$ cat src/rtl/uart_pkg.sv
// Shared UART definitions: data width and the tx-queue launch FSM state encoding.
package uart_pkg;

   localparam int UART_DATA_W = 32;

   typedef enum logic [1:0] {
      TXQ_IDLE      = 2'd0,
      TXQ_LAUNCH    = 2'd1,
      TXQ_WAIT_BUSY = 2'd2,
      TXQ_WAIT_DONE = 2'd3
   } txq_state_t;

endpackage

$ cat src/rtl/uart_sync_fifo.sv
// Single-clock word FIFO holding the storage, wrap-around pointers and fill level.
module uart_sync_fifo
   import uart_pkg::*;
#(
   parameter int DEPTH = 8,
   parameter int LW    = $clog2(DEPTH) + 1
) (
   input  logic                   i_clk,
   input  logic                   i_rst,
   input  logic [UART_DATA_W-1:0] i_wr_data,
   input  logic                   i_wr_en,
   input  logic                   i_rd_en,
   output logic [UART_DATA_W-1:0] o_rd_data,
   output logic                   o_full,
   output logic                   o_empty,
   output logic [LW-1:0]          o_level,
   output logic                   o_overflow
);

   localparam int AW = $clog2(DEPTH);

   logic [UART_DATA_W-1:0] r_mem [DEPTH];
   logic [AW-1:0]          r_wr_ptr;
   logic [AW-1:0]          r_rd_ptr;
   logic [LW-1:0]          r_level;
   logic                   r_overflow;
   logic                   w_full;
   logic                   w_empty;
   logic                   w_push;
   logic                   w_pop;

   assign w_full  = (r_level == LW'(DEPTH));
   assign w_empty = (r_level == '0);
   assign w_push  = i_wr_en & ~w_full;
   assign w_pop   = i_rd_en & ~w_empty;

   always_ff @(posedge i_clk) begin
      if (w_push && !i_rst) begin
         r_mem[r_wr_ptr] <= i_wr_data;
      end
   end

   // Pointers wrap naturally because DEPTH is a power of two.
   always_ff @(posedge i_clk) begin
      if (i_rst) begin
         r_wr_ptr   <= '0;
         r_rd_ptr   <= '0;
         r_level    <= '0;
         r_overflow <= 1'b0;
      end else begin
         r_overflow <= i_wr_en & w_full;
         if (w_push) begin
            r_wr_ptr <= r_wr_ptr + AW'(1);
         end
         if (w_pop) begin
            r_rd_ptr <= r_rd_ptr + AW'(1);
         end
         case ({w_push, w_pop})
            2'b10:   r_level <= r_level + LW'(1);
            2'b01:   r_level <= r_level - LW'(1);
            default: r_level <= r_level;
         endcase
      end
   end

   assign o_rd_data  = r_mem[r_rd_ptr];
   assign o_full     = w_full;
   assign o_empty    = w_empty;
   assign o_level    = r_level;
   assign o_overflow = r_overflow;

endmodule

$ cat src/rtl/uart_tx_queue.sv
// Word queue feeding a UART transmitter through a start/busy handshake.
// Define UART_TXQ_TIMEOUT_EN to abandon launches the transmitter never acknowledges.
//
// state     | meaning
// IDLE      | waiting for a queued word and an idle transmitter
// LAUNCH    | tx_start asserted for one cycle, head word on tx_data
// WAIT_BUSY | waiting for the transmitter to raise tx_busy
// WAIT_DONE | transmitter busy, waiting for tx_busy to fall
module uart_tx_queue
   import uart_pkg::*;
#(
   parameter int DEPTH         = 8,
   parameter int START_TIMEOUT = 16
) (
   input  logic                   clk,
   input  logic                   rst,
   input  logic [UART_DATA_W-1:0] wr_data,
   input  logic                   wr_en,
   output logic                   full,
   output logic                   empty,
   output logic [$clog2(DEPTH):0] level,
   output logic                   overflow,
   output logic [UART_DATA_W-1:0] tx_data,
   output logic                   tx_start,
   input  logic                   tx_busy,
   output logic                   timeout_err
);

   localparam int LW = $clog2(DEPTH) + 1;

   txq_state_t             r_state;
   txq_state_t             w_next;
   logic                   w_pop;
   logic                   w_tmo;
   logic [UART_DATA_W-1:0] w_head;
   logic [UART_DATA_W-1:0] r_tx_data;

   uart_sync_fifo #(
      .DEPTH (DEPTH),
      .LW    (LW)
   ) u_fifo (
      .i_clk      (clk),
      .i_rst      (rst),
      .i_wr_data  (wr_data),
      .i_wr_en    (wr_en),
      .i_rd_en    (w_pop),
      .o_rd_data  (w_head),
      .o_full     (full),
      .o_empty    (empty),
      .o_level    (level),
      .o_overflow (overflow)
   );

`ifdef UART_TXQ_TIMEOUT_EN
   localparam int TW = (START_TIMEOUT > 1) ? $clog2(START_TIMEOUT) : 1;

   logic [TW-1:0] r_tmo_cnt;

   // Loaded during LAUNCH so the first WAIT_BUSY cycle sees START_TIMEOUT-1.
   always_ff @(posedge clk) begin
      if (rst) begin
         r_tmo_cnt <= '0;
      end else if (r_state == TXQ_LAUNCH) begin
         r_tmo_cnt <= TW'(START_TIMEOUT - 1);
      end else if (r_state == TXQ_WAIT_BUSY && r_tmo_cnt != '0) begin
         r_tmo_cnt <= r_tmo_cnt - TW'(1);
      end
   end

   assign w_tmo = (r_state == TXQ_WAIT_BUSY) && !tx_busy && (r_tmo_cnt == '0);
`else
   assign w_tmo = 1'b0;
`endif

   always_ff @(posedge clk) begin
      if (rst) begin
         r_state <= TXQ_IDLE;
      end else begin
         r_state <= w_next;
      end
   end

   always_comb begin
      w_next = r_state;
      case (r_state)
         TXQ_IDLE: begin
            if (!empty && !tx_busy) begin
               w_next = TXQ_LAUNCH;
            end
         end
         TXQ_LAUNCH: begin
            w_next = TXQ_WAIT_BUSY;
         end
         TXQ_WAIT_BUSY: begin
            if (tx_busy) begin
               w_next = TXQ_WAIT_DONE;
            end else if (w_tmo) begin
               w_next = TXQ_IDLE;
            end
         end
         TXQ_WAIT_DONE: begin
            if (!tx_busy) begin
               w_next = TXQ_IDLE;
            end
         end
         default: w_next = TXQ_IDLE;
      endcase
   end

   always_comb begin
      w_pop       = (r_state == TXQ_IDLE) && !empty && !tx_busy;
      tx_start    = (r_state == TXQ_LAUNCH);
      timeout_err = w_tmo;
   end

   // Captured on the pop edge and held until the next pop.
   always_ff @(posedge clk) begin
      if (rst) begin
         r_tx_data <= '0;
      end else if (w_pop) begin
         r_tx_data <= w_head;
      end
   end

   assign tx_data = r_tx_data;

endmodule

$ cat config.mk
export PLATFORM = sky130hd
export DESIGN_NAME = uart_tx_queue
export DESIGN_NICKNAME = d
export VERILOG_FILES = /design/src/rtl/uart_pkg.sv /design/src/rtl/uart_sync_fifo.sv /design/src/rtl/uart_tx_queue.sv
export SDC_FILE = /design/constraint.sdc
export NUM_CORES = 1
export LEC_CHECK = 0
export CELL_PAD_IN_SITES_DETAIL_PLACEMENT = 1
export CELL_PAD_IN_SITES_GLOBAL_PLACEMENT = 2
export CORE_UTILIZATION = 45
export CTS_CLUSTER_DIAMETER = 30
export DETAILED_ROUTE_END_ITERATION = 8
export PLACE_DENSITY = 0.84
export RECOVER_POWER = 25
export SLEW_MARGIN = 20
export SYNTH_ARGS = -nofsm -noshare
export SYNTH_HDL_FRONTEND = slang
export SYNTH_HIERARCHICAL = 1
export SYNTH_SLANG_ARGS = --single-unit
$ cat constraint.sdc
create_clock -name clk -period 5.9 [get_ports clk]
set_clock_uncertainty 0.1 [all_clocks]
set_input_delay 1.475 -clock clk [delete_from_list [all_inputs] [get_ports clk]]
set_output_delay 1.475 -clock clk [all_outputs]
set_load 0.005 [all_outputs]
Word-level counts from Yosys, hierarchy flattened
Memory sizes are Yosys's and may differ from the RTL's. A register that Yosys moved wholly into a read port is not among the register bits.
Cells that the tools add are included.
{ "word_totals": {"ff_bits": 13, "ramBits": 256, "inputBits": 36, "output_inout_bits": 41, "wordCells": 42, "n_memories": 1} }
{ "op_classes": {"n_addsub": 4, "eq_ne": 9, "muxes": 7, "n_bitwise": 5, "reduce_logical": 11} }
{ "mem_list": {"columns": ["memory", "depth", "width", "read_ports", "rd_ports_with_merged_regs", "wr", "line_no", "rtl"], "rows": [
  ["u_fifo.r_mem", 8, 32, 1, 1, 1, "uart_sync_fifo.sv:22", "logic [UART_DATA_W-1:0] r_mem [DEPTH];"]
]} }
{ "op_table": {"columns": ["operator", "n"], "rows": [
  ["$pmux 2 s4", 1],
  ["$pmux 4 s2", 1],
  ["$add 3x1->3 const B", 2],
  ["$eq 2x2->1 const B", 3],
  ["$mux 2", 3],
  ["$ne 2x2->1 const B", 3],
  ["$add 4x1->4 const B", 1],
  ["$eq 2x1->1 const B", 2],
  ["$eq 4x4->1 const B", 1],
  ["$logic_and 1x1->1", 4],
  ["$logic_not 4->1", 1],
  ["$sub 4x1->4 const B", 1],
  ["$and 1x1->1", 3],
  ["$logic_not 1->1", 3],
  ["$reduce_and 3->1", 1],
  ["$logic_not 2->1", 1],
  ["$mux 1", 2],
  ["$not 1->1", 2],
  ["$reduce_bool 2->1", 1]
]} }

Logic depth before layout (Yosys ltp)
Gate-level depths: netlist (run 1).
{ "logic_depth": {"depth_word": 7, "depth_mapped": 14, "ltp_nobuf": 12} }

By module
Netlist (run 1), hierarchy kept.
{ "modules_own_cells": {"columns": ["module", "n_inst", "cells_per_inst", "area_per_inst_um2", "seq_area_each_um2"], "rows": [
  ["uart_sync_fifo", 1, 448, 10473.8, 7967.6],
  ["uart_tx_queue", 1, 161, 1317.5, 680.7]
]} }

Least setup slack after synthesis (run 1)
Ideal clock, no wire load.
{ "synth_path": {"path_type": "in2reg", "start": "input rst", "end": "memory u_fifo.r_mem[0][0], enable pin", "arrival_time_ps": 4169, "setup_slack_ps": 1170, "path_stages": 3, "n_path_buf": 0, "cell_sequence": "nand2b_1 or3_4 nor3_1"} }
{ "synth_via": {"elab_chain_len": 4} }
{ "synth_rtl": {"columns": ["item", "line_no", "rtl"], "rows": [
  ["start, declared", "uart_tx_queue.sv:16", "input logic rst,"],
  ["$logic_not 1->1", "uart_sync_fifo.sv:38", "if (w_push && !i_rst) begin"],
  ["$logic_and 1x1->1", "uart_sync_fifo.sv:38", null],
  ["$mux 1", "uart_sync_fifo.sv:38", null],
  ["$mux 1 (not written as such)", "uart_sync_fifo.sv:39", "r_mem[r_wr_ptr] <= i_wr_data;"],
  ["end, declared", "uart_sync_fifo.sv:22", null]
]} }
No other way between the ends.

Worst setup path after layout (run 1)
{ "layout_path": {"start": "input tx_busy", "end": "register u_fifo.r_level[3] (netlist: u_fifo/o_level[3])"} }
{ "layout_via": {"elab_chain_len": 5, "elab_cells_between_ends": 7, "cone_classes": "2 x eq/ne; 1 x mux; 1 x bitwise; 3 x reduce/logical"} }
{ "layout_rtl": {"columns": ["item", "line_no", "rtl"], "rows": [
  ["start, declared", "uart_tx_queue.sv:25", "input logic tx_busy,"],
  ["$logic_not 1->1 (*)", "uart_tx_queue.sv:111", "w_pop = (r_state == TXQ_IDLE) && !empty && !tx_busy;"],
  ["$logic_and 1x1->1 (*)", "uart_tx_queue.sv:111", null],
  ["$and 1x1->1 (*)", "uart_sync_fifo.sv:35", "assign w_pop = i_rd_en & ~w_empty;"],
  ["named net u_fifo.w_pop", "uart_sync_fifo.sv:30", "logic w_pop;"],
  ["$eq 2x1->1 / $eq 2x2->1 (equally long branches)", "uart_sync_fifo.sv:58", "case ({w_push, w_pop})"],
  ["$pmux 4 s2 / $reduce_bool 2->1 (equally long branches)", null, null],
  ["end signal, assigned", "uart_sync_fifo.sv:59", "2'b10: r_level <= r_level + LW'(1);"],
  ["end signal, assigned", "uart_sync_fifo.sv:60", "2'b01: r_level <= r_level - LW'(1);"],
  ["end signal, assigned", "uart_sync_fifo.sv:61", "default: r_level <= r_level;"],
  ["end, declared", "uart_sync_fifo.sv:25", "logic [LW-1:0] r_level;"]
]} }
The timed path passes the listed nets; every way through them passes the cells marked *.
A chain may end at the register's enable or synchronous reset.

==> results of run 1 <==
## worst min-delay path, delay by kind of cell (launching register included)
kind,cells,cell delay [ns]
AND/OR/NAND/NOR,1,0.05
AO/OA/AOI/OAI,1,0.05
flip-flops,1,0.30
## logic make-up after synthesis
group / Yosys count
DFF: 304
and+or+nand+nor: 104
muxes: 102
AOI/OAI and AO/OA: 43
buffers and inverters: 38
adders and majority gates: 10
xor gates and xnor gates: 7
other: 1
## worst min-delay path by stage
| stage | startpoint | to | slack [ns] | cells after the start |
|---|---|---|---|---|
| after floorplan | tx_data[0]$_SDFFE_PP0P_ | tx_data[0]$_SDFFE_PP0P_ | 0.35 | 2 |
| after global placement | tx_data[28]$_SDFFE_PP0P_ | tx_data[28]$_SDFFE_PP0P_ | 0.34 | 2 |
| after detailed placement | tx_data[25]$_SDFFE_PP0P_ | tx_data[25]$_SDFFE_PP0P_ | 0.35 | 2 |
| after CTS | tx_data[25]$_SDFFE_PP0P_ | tx_data[25]$_SDFFE_PP0P_ | 0.36 | 2 |
| after global routing | tx_data[24]$_SDFFE_PP0P_ | tx_data[24]$_SDFFE_PP0P_ | 0.37 | 2 |
| final | tx_data[28]$_SDFFE_PP0P_ | tx_data[28]$_SDFFE_PP0P_ | 0.35 | 2 |
## cell usage after synthesis (2+ instances only)
cell and count:
mux2_4 4, buf_2 5, xor2_1 6, buf_1 9, mux4_1 34, a21oi_1 35
nand2_1 68, o21ai_0 2, mux2_2 30, dfxtp_1 48, edfxtp_1 256, nor3_1 3
buf_6 12, nand3_1 2, mux4_2 30, nor2_1 17, nand2b_1 5, inv_1 3
ha_1 10, mux2i_1 3, clkbuf_1 7
## layout make-up
type	count	area [µm²]	area share, %
sequential	304	8655	58.13
multi-input combinational	267	2950	19.82
clock buffer	70	1643	11.03
timing repair buffer	88	843.3	5.664
tap	330	412.9	2.773
clock inverter	41	354.1	2.378
inverter	4	20.02	0.1345
antenna	4	10.01	0.06723
## flip-flops by register name (all words and copies together), names as in the netlist, named ones only
register	cells
u_fifo/r_rd_ptr	3
u_fifo/r_wr_ptr	3
u_fifo/o_overflow	1
tx_data	32
u_fifo/o_level	4
u_fifo/r_mem	256
r_state	2
## through the flow
step	power, W	instances	hold WS (ns)	worst slack [ns]	utilization (%)
5_1_grt	0.006836	1108	0.3685	1.367	58.45
4_1_cts	0.006697	1104	0.3568	1.505	58.41
3_5_place_dp	0.003384	993	0.3496	1.041	50.57
3_3_place_gp	0.003330	993	0.3429	1.223	50.57
2_1_floorplan	0.003083	609	0.3527	1.170	-
6_report	0.006627	1108	0.3518	1.539	58.45
## routing by layer
layer,vias up,global-route usage (%)
met3,36,3.535
met5,-,0
met4,0,8.123
met1,3164,25.50
met2,154,36.94
li1,2693,-
## power by group through the flow
stage | Clock, W | Sequential (W) | Combinational [W]
after floorplan | 0 | 0.00254 | 0.000544
after global placement | 0 | 0.00257 | 0.000756
after detailed placement | 0 | 0.00259 | 0.000798
after CTS | 0.00332 | 0.00255 | 0.000826
after global routing | 0.00340 | 0.00256 | 0.000873
final | 0.00327 | 0.00254 | 0.000808
==> results.ini, run 1 <==
[status]
status=finished clean

[drt]
drt-pass1-iter-count=4
dr.first_iter.drc_count=361
vias_per_cell=5.458
routed_wl_um=27250
antenna_left=0
vias=6047
highest_layer=met4
drt-met1-wl_um=11000
post_drt_wl_per_cell_um=24.59
met2WireLength_um=14730
drc=0
wl_met3_um=1060

[cts]
cts_max_level=2
post_cts_buffers=0
ctsHoldBuffers=0
clkLatencyLatePin_ns=0.56
cts_buffers=59
cts_max_path_buffers=3
clockRootBuffer=clkbuf_16
cts.clk_slew.worst_paths_ns=0.05
cts_tree=built
cts_resized=0
clkSinkCount=304

[cells_and_area]
final_nets=770
final_cell_mix=edfxtp_1 (256), nand2_1 (68), clkbuf_16 (63)
layout_commonest_cell=edfxtp_1
nFillCells=2200
postLayoutCellArea_um2=14890
syn_to_final_growth_pct=26.26
drive_gt1_share_pct=25.71

[logic_synthesis]
synth-compound-area-share_pct=2.037
synthAdderAreaFrac_pct=1.061
synth_cell_types=41
synth_seq_cells=304
synth_area_leaders=edfxtp_1 (65%), dfxtp_1 (8.1%), mux4_1 (7.6%), mux4_2 (5.7%), mux2_2 (2.9%)
netlist_instances=609
avgSynthCellArea_um2=19.36
synthArstFlopShare_pct=0
synth_top_area_share_pct=65.20
synth_area_leader_cell=edfxtp_1
synth_warnings=6
synthMuxAreaShare_pct=17.03
seq_area_frac_synth_pct=73.34
yosys.area_share.simple_pct=3.873
ys.flop_type=edfxtp_1
synthesis.nets=655
synth_top_family_by_area=multiplexers
synthXorXnorAreaFrac_pct=0.5199
synth_area_um2=11790
synth_edf_count=256

[setup_path]
crit_fanout=33
required_ns=6.23
r2r_slack_ns=1.88
critPathKind=in2reg
cp-startpoint=tx_busy
endpoint_kind=flip-flop
crit_family=simple AND/OR/NAND/NOR gates
r2r-start=u_fifo/o_level[1]$_SDFFE_PP0P_
r2r-end=u_fifo/o_level[3]$_SDFFE_PP0P_
cp.depth=9
slowest_delay_ns=0.86
cp_slowest_cell=or3b_2
crit_path_start_kind=primary input
cp.arrival_ns=4.69
path_cells=clkdlybuf4s50_1, or3b_2, clkinv_4, o41a_1, ha_1, nor4b_1, a41oi_1, o41ai_1, mux2_2
endpoint=u_fifo/o_level[3]$_SDFFE_PP0P_
ff2ff_path_depth=9
crit_buf_inv=2

[placed_design]
placed_cell_area_um2=12880
dp_hpwl_um=14080
port_buffers=75
gp_congestion=0.7353

[sta]
period_share_pct=73.91
period_needed_ns=4.361
setup_viol=0
slew-limit-headroom_pct=26.15
hold_viol=0
maxSlewViolCount=0
rsz0062_at_grt=false
worst_pin_slew_ns=1.108
fin_tns_setup_ns=0
clock.fmax_mhz=229.3

[power_and_ir_drop]
switching_power_w=0.001668
p_comb_share_pct=12.2
power.internal_w=0.004959
p_seq_share_pct=38.4
p_clk_share_pct=49.4
pwr_density_cell_nw_per_um2=445.1
max-vdd-ir-drop_uv=220.4
p_sw_share_pct=25.17
total_leakage_power_nw=4.939

[global_route]
first_global_vias=6697
grt_max_degree=65
gr-total-overflow=0
grt_pass1_wl_um=40730
antenna_found_initial=4
grt_usage_pct=20.88

[die]
fp.dieArea_um2=26860
io-pin-count=77
rows=58
core-area_um2=25470
die_y_um=163.9
dieWidth_um=163.9
start_util_pct=46.29

[flow_run]
maxCapViolCount=0

[min_path]
hp-class=reg2reg

(Power assumes the default switching activity.)
==> run 2, diff against run 1 <==
Clock period 5.9 ns to 4.3 ns, I/O delays scaled along.
==> run 2 against run 1 <==
Wire length down 8.1%. Critical path type unchanged. Via count down 3.7%. Cell area down 1.9%. Worst hold slack better by 0.0036 ns. Power up 29%. Worst setup slack worse by 0.73 ns.
==> results.ini, run 2 (same netlist as run 1, synthesis figures left out) <==
[cts]
cts.clk_slew.worst_paths_ns=0.05  ; about the same
cts_resized=0  ; unchanged
clkSinkCount=304  ; unchanged
clockRootBuffer=clkbuf_16
cts_max_path_buffers=3  ; unchanged
cts_tree=built
ctsHoldBuffers=0  ; unchanged
cts_max_level=2  ; unchanged
cts_buffers=48  ; -19%
post_cts_buffers=0  ; unchanged
clkLatencyLatePin_ns=0.53  ; -0.03 ns

[die]
die_y_um=163.9  ; unchanged
start_util_pct=46.29  ; unchanged
fp.dieArea_um2=26860  ; unchanged
dieWidth_um=163.9  ; unchanged
io-pin-count=77  ; unchanged
rows=58  ; unchanged
core-area_um2=25470  ; unchanged

[cells_and_area]
fin_util_pct=57.31  ; -1.1 points
finalNonFillerCells=1085  ; -2.1%
drive_gt1_share_pct=23.47  ; -2.2 points
largest_register_ffs=256  ; unchanged
top_register=u_fifo/r_mem
layout_commonest_cell=edfxtp_1
syn_to_final_growth_pct=23.80
final_cell_mix=edfxtp_1 (256), nand2_1 (68), clkdlybuf4s50_1 (53)
final_nets=761  ; -1.2%

[power_and_ir_drop]
switching_power_w=0.002004  ; +20%
p_seq_share_pct=41.0  ; +2.6 points
p_comb_share_pct=12.7  ; +0.5 points
p_sw_share_pct=23.49  ; -1.7 points
p_clk_share_pct=46.3  ; -3.1 points
max-vdd-ir-drop_uv=301.0  ; +37%
total_leakage_power_nw=4.760  ; -3.6%
power.internal_w=0.006526  ; +32%
pwr_density_cell_nw_per_um2=584.3  ; +31%

[status]
status=finished clean

[min_path]
hp-class=reg2reg

[sta]
setup_viol=0  ; unchanged
period_needed_ns=3.486
post-route-worst-setup-slack_ns=0.8137  ; -0.7253 ns
whs_ns=0.3554  ; +0.003630 ns
period_share_pct=81.08
worst_pin_slew_ns=1.042  ; -0.06592 ns
slew-limit-headroom_pct=30.54  ; +4.4 points
hold_viol=0  ; unchanged
clock.fmax_mhz=286.8
maxSlewViolCount=0  ; unchanged
fin_tns_setup_ns=0  ; unchanged
rsz0062_at_grt=false

[drt]
vias=5821  ; -3.7%
routed_wl_um=25040  ; -8.1%
drc=0  ; unchanged
post_drt_wl_per_cell_um=23.07  ; -6.2%
vias_per_cell=5.365  ; -1.7%
drt-pass1-iter-count=4  ; unchanged
antenna_left=0  ; unchanged
dr.first_iter.drc_count=281  ; -22%

[setup_path]
required_ns=4.65  ; -1.58 ns
critPathKind=in2reg
path_cells=clkdlybuf4s50_1, or3b_2, clkinv_4, o41a_1, ha_1, xor2_1, ha_1, a21oi_1, xor2_1, or3_1, a21oi_1
cp_slowest_cell=or3b_2
crit_path_start_kind=primary input
cp.arrival_ns=3.84  ; -0.85 ns
crit_fanout=5  ; -85%
endpoint_kind=flip-flop
slowest_delay_ns=0.52  ; -0.34 ns

[placed_design]
dp_cells=995  ; +0.20%
gp_congestion=0.7127  ; -3.1%
dp_hpwl_um=14050  ; -0.25%
dp_slack_ns=0.2896  ; -0.7510 ns
port_buffers=75  ; unchanged

[global_route]
grt_pass1_wl_um=38310  ; -5.9%
grt_max_degree=44  ; -32%
first_global_vias=6585  ; -1.7%
grt_usage_pct=19.52  ; -1.4 points
antenna_found_initial=1  ; -3
gr-total-overflow=0  ; unchanged

[flow_run]
maxCapViolCount=0  ; unchanged

run 2: cell count changes in the layout (fill, tap and decap cells not counted), sizes merged:
cell           before  now
clkdlybuf4s50      54   53
bufinv              2    8
clkinv             23    9
inv                16    9
clkinvlp            4   10
dlygate4sd3        20   21
buf                14   16
clkbuf             70   57
diode               4    1
run 2: through the flow:
step,total power (W),cell area [µm²]
floorplan,0.004230,11800
global placement,0.004584,12910
detailed placement,0.004655,12910
CTS,0.008631,14600
global route,0.008840,14600
finish,0.008530,14600
run 2: metal layers:
metal | global-route usage, % | part of all wire [%]
met5 | 0 | 0
met4 | 6.481 | 2.0
met3 | 3.535 | 4.8
met2 | 34.17 | 51
met1 | 24.49 | 42
run 2: area by class of cell:
| cell class | instances | area [µm²] |
|---|---|---|
| Clock inverter | 32 | 414.1 |
| Tap cell | 330 | 412.9 |
| Inverter | 4 | 20.02 |
| Timing Repair Buffer | 90 | 870.8 |
| Fill cell | 2233 | 10870 |
| Antenna cell | 1 | 2.502 |
| Clock buffer | 57 | 1266 |
| Sequential cell | 304 | 8655 |
| Multi-Input combinational cell | 267 | 2957 |
run 2: worst paths after layout:
path              slack, ns                           start                             end  depth (start not counted)
setup reg to reg       1.13  u_fifo/o_level[1]$_SDFFE_PP0P_  u_fifo/o_level[2]$_SDFFE_PP0P_                         11
setup / recovery       0.81                         tx_busy  u_fifo/o_level[2]$_SDFFE_PP0P_                         11
hold / removal         0.36        tx_data[30]$_SDFFE_PP0P_        tx_data[30]$_SDFFE_PP0P_                          2
hold reg to reg        0.36        tx_data[30]$_SDFFE_PP0P_        tx_data[30]$_SDFFE_PP0P_                          2
run 2: power by group through the flow:
stage	logic, W	registers (W)	clock network [W]
6_report	0.00109	0.00349	0.00395
5_1_grt	0.00119	0.00352	0.00413
4_1_cts	0.00111	0.00350	0.00402
3_5_place_dp	0.00110	0.00355	0
3_3_place_gp	0.00105	0.00354	0
2_1_floorplan	0.000746	0.00348	0
run 2: critical path: cells and delay by family:
family / cells / cell delay (ns)
adder cells (fa/ha/maj): 2 / 0.53
XOR/XNOR: 2 / 0.38
AO/OA/AOI/OAI: 3 / 0.46
AND/OR/NAND/NOR: 2 / 0.83
buffers and inverters: 2 / 0.55
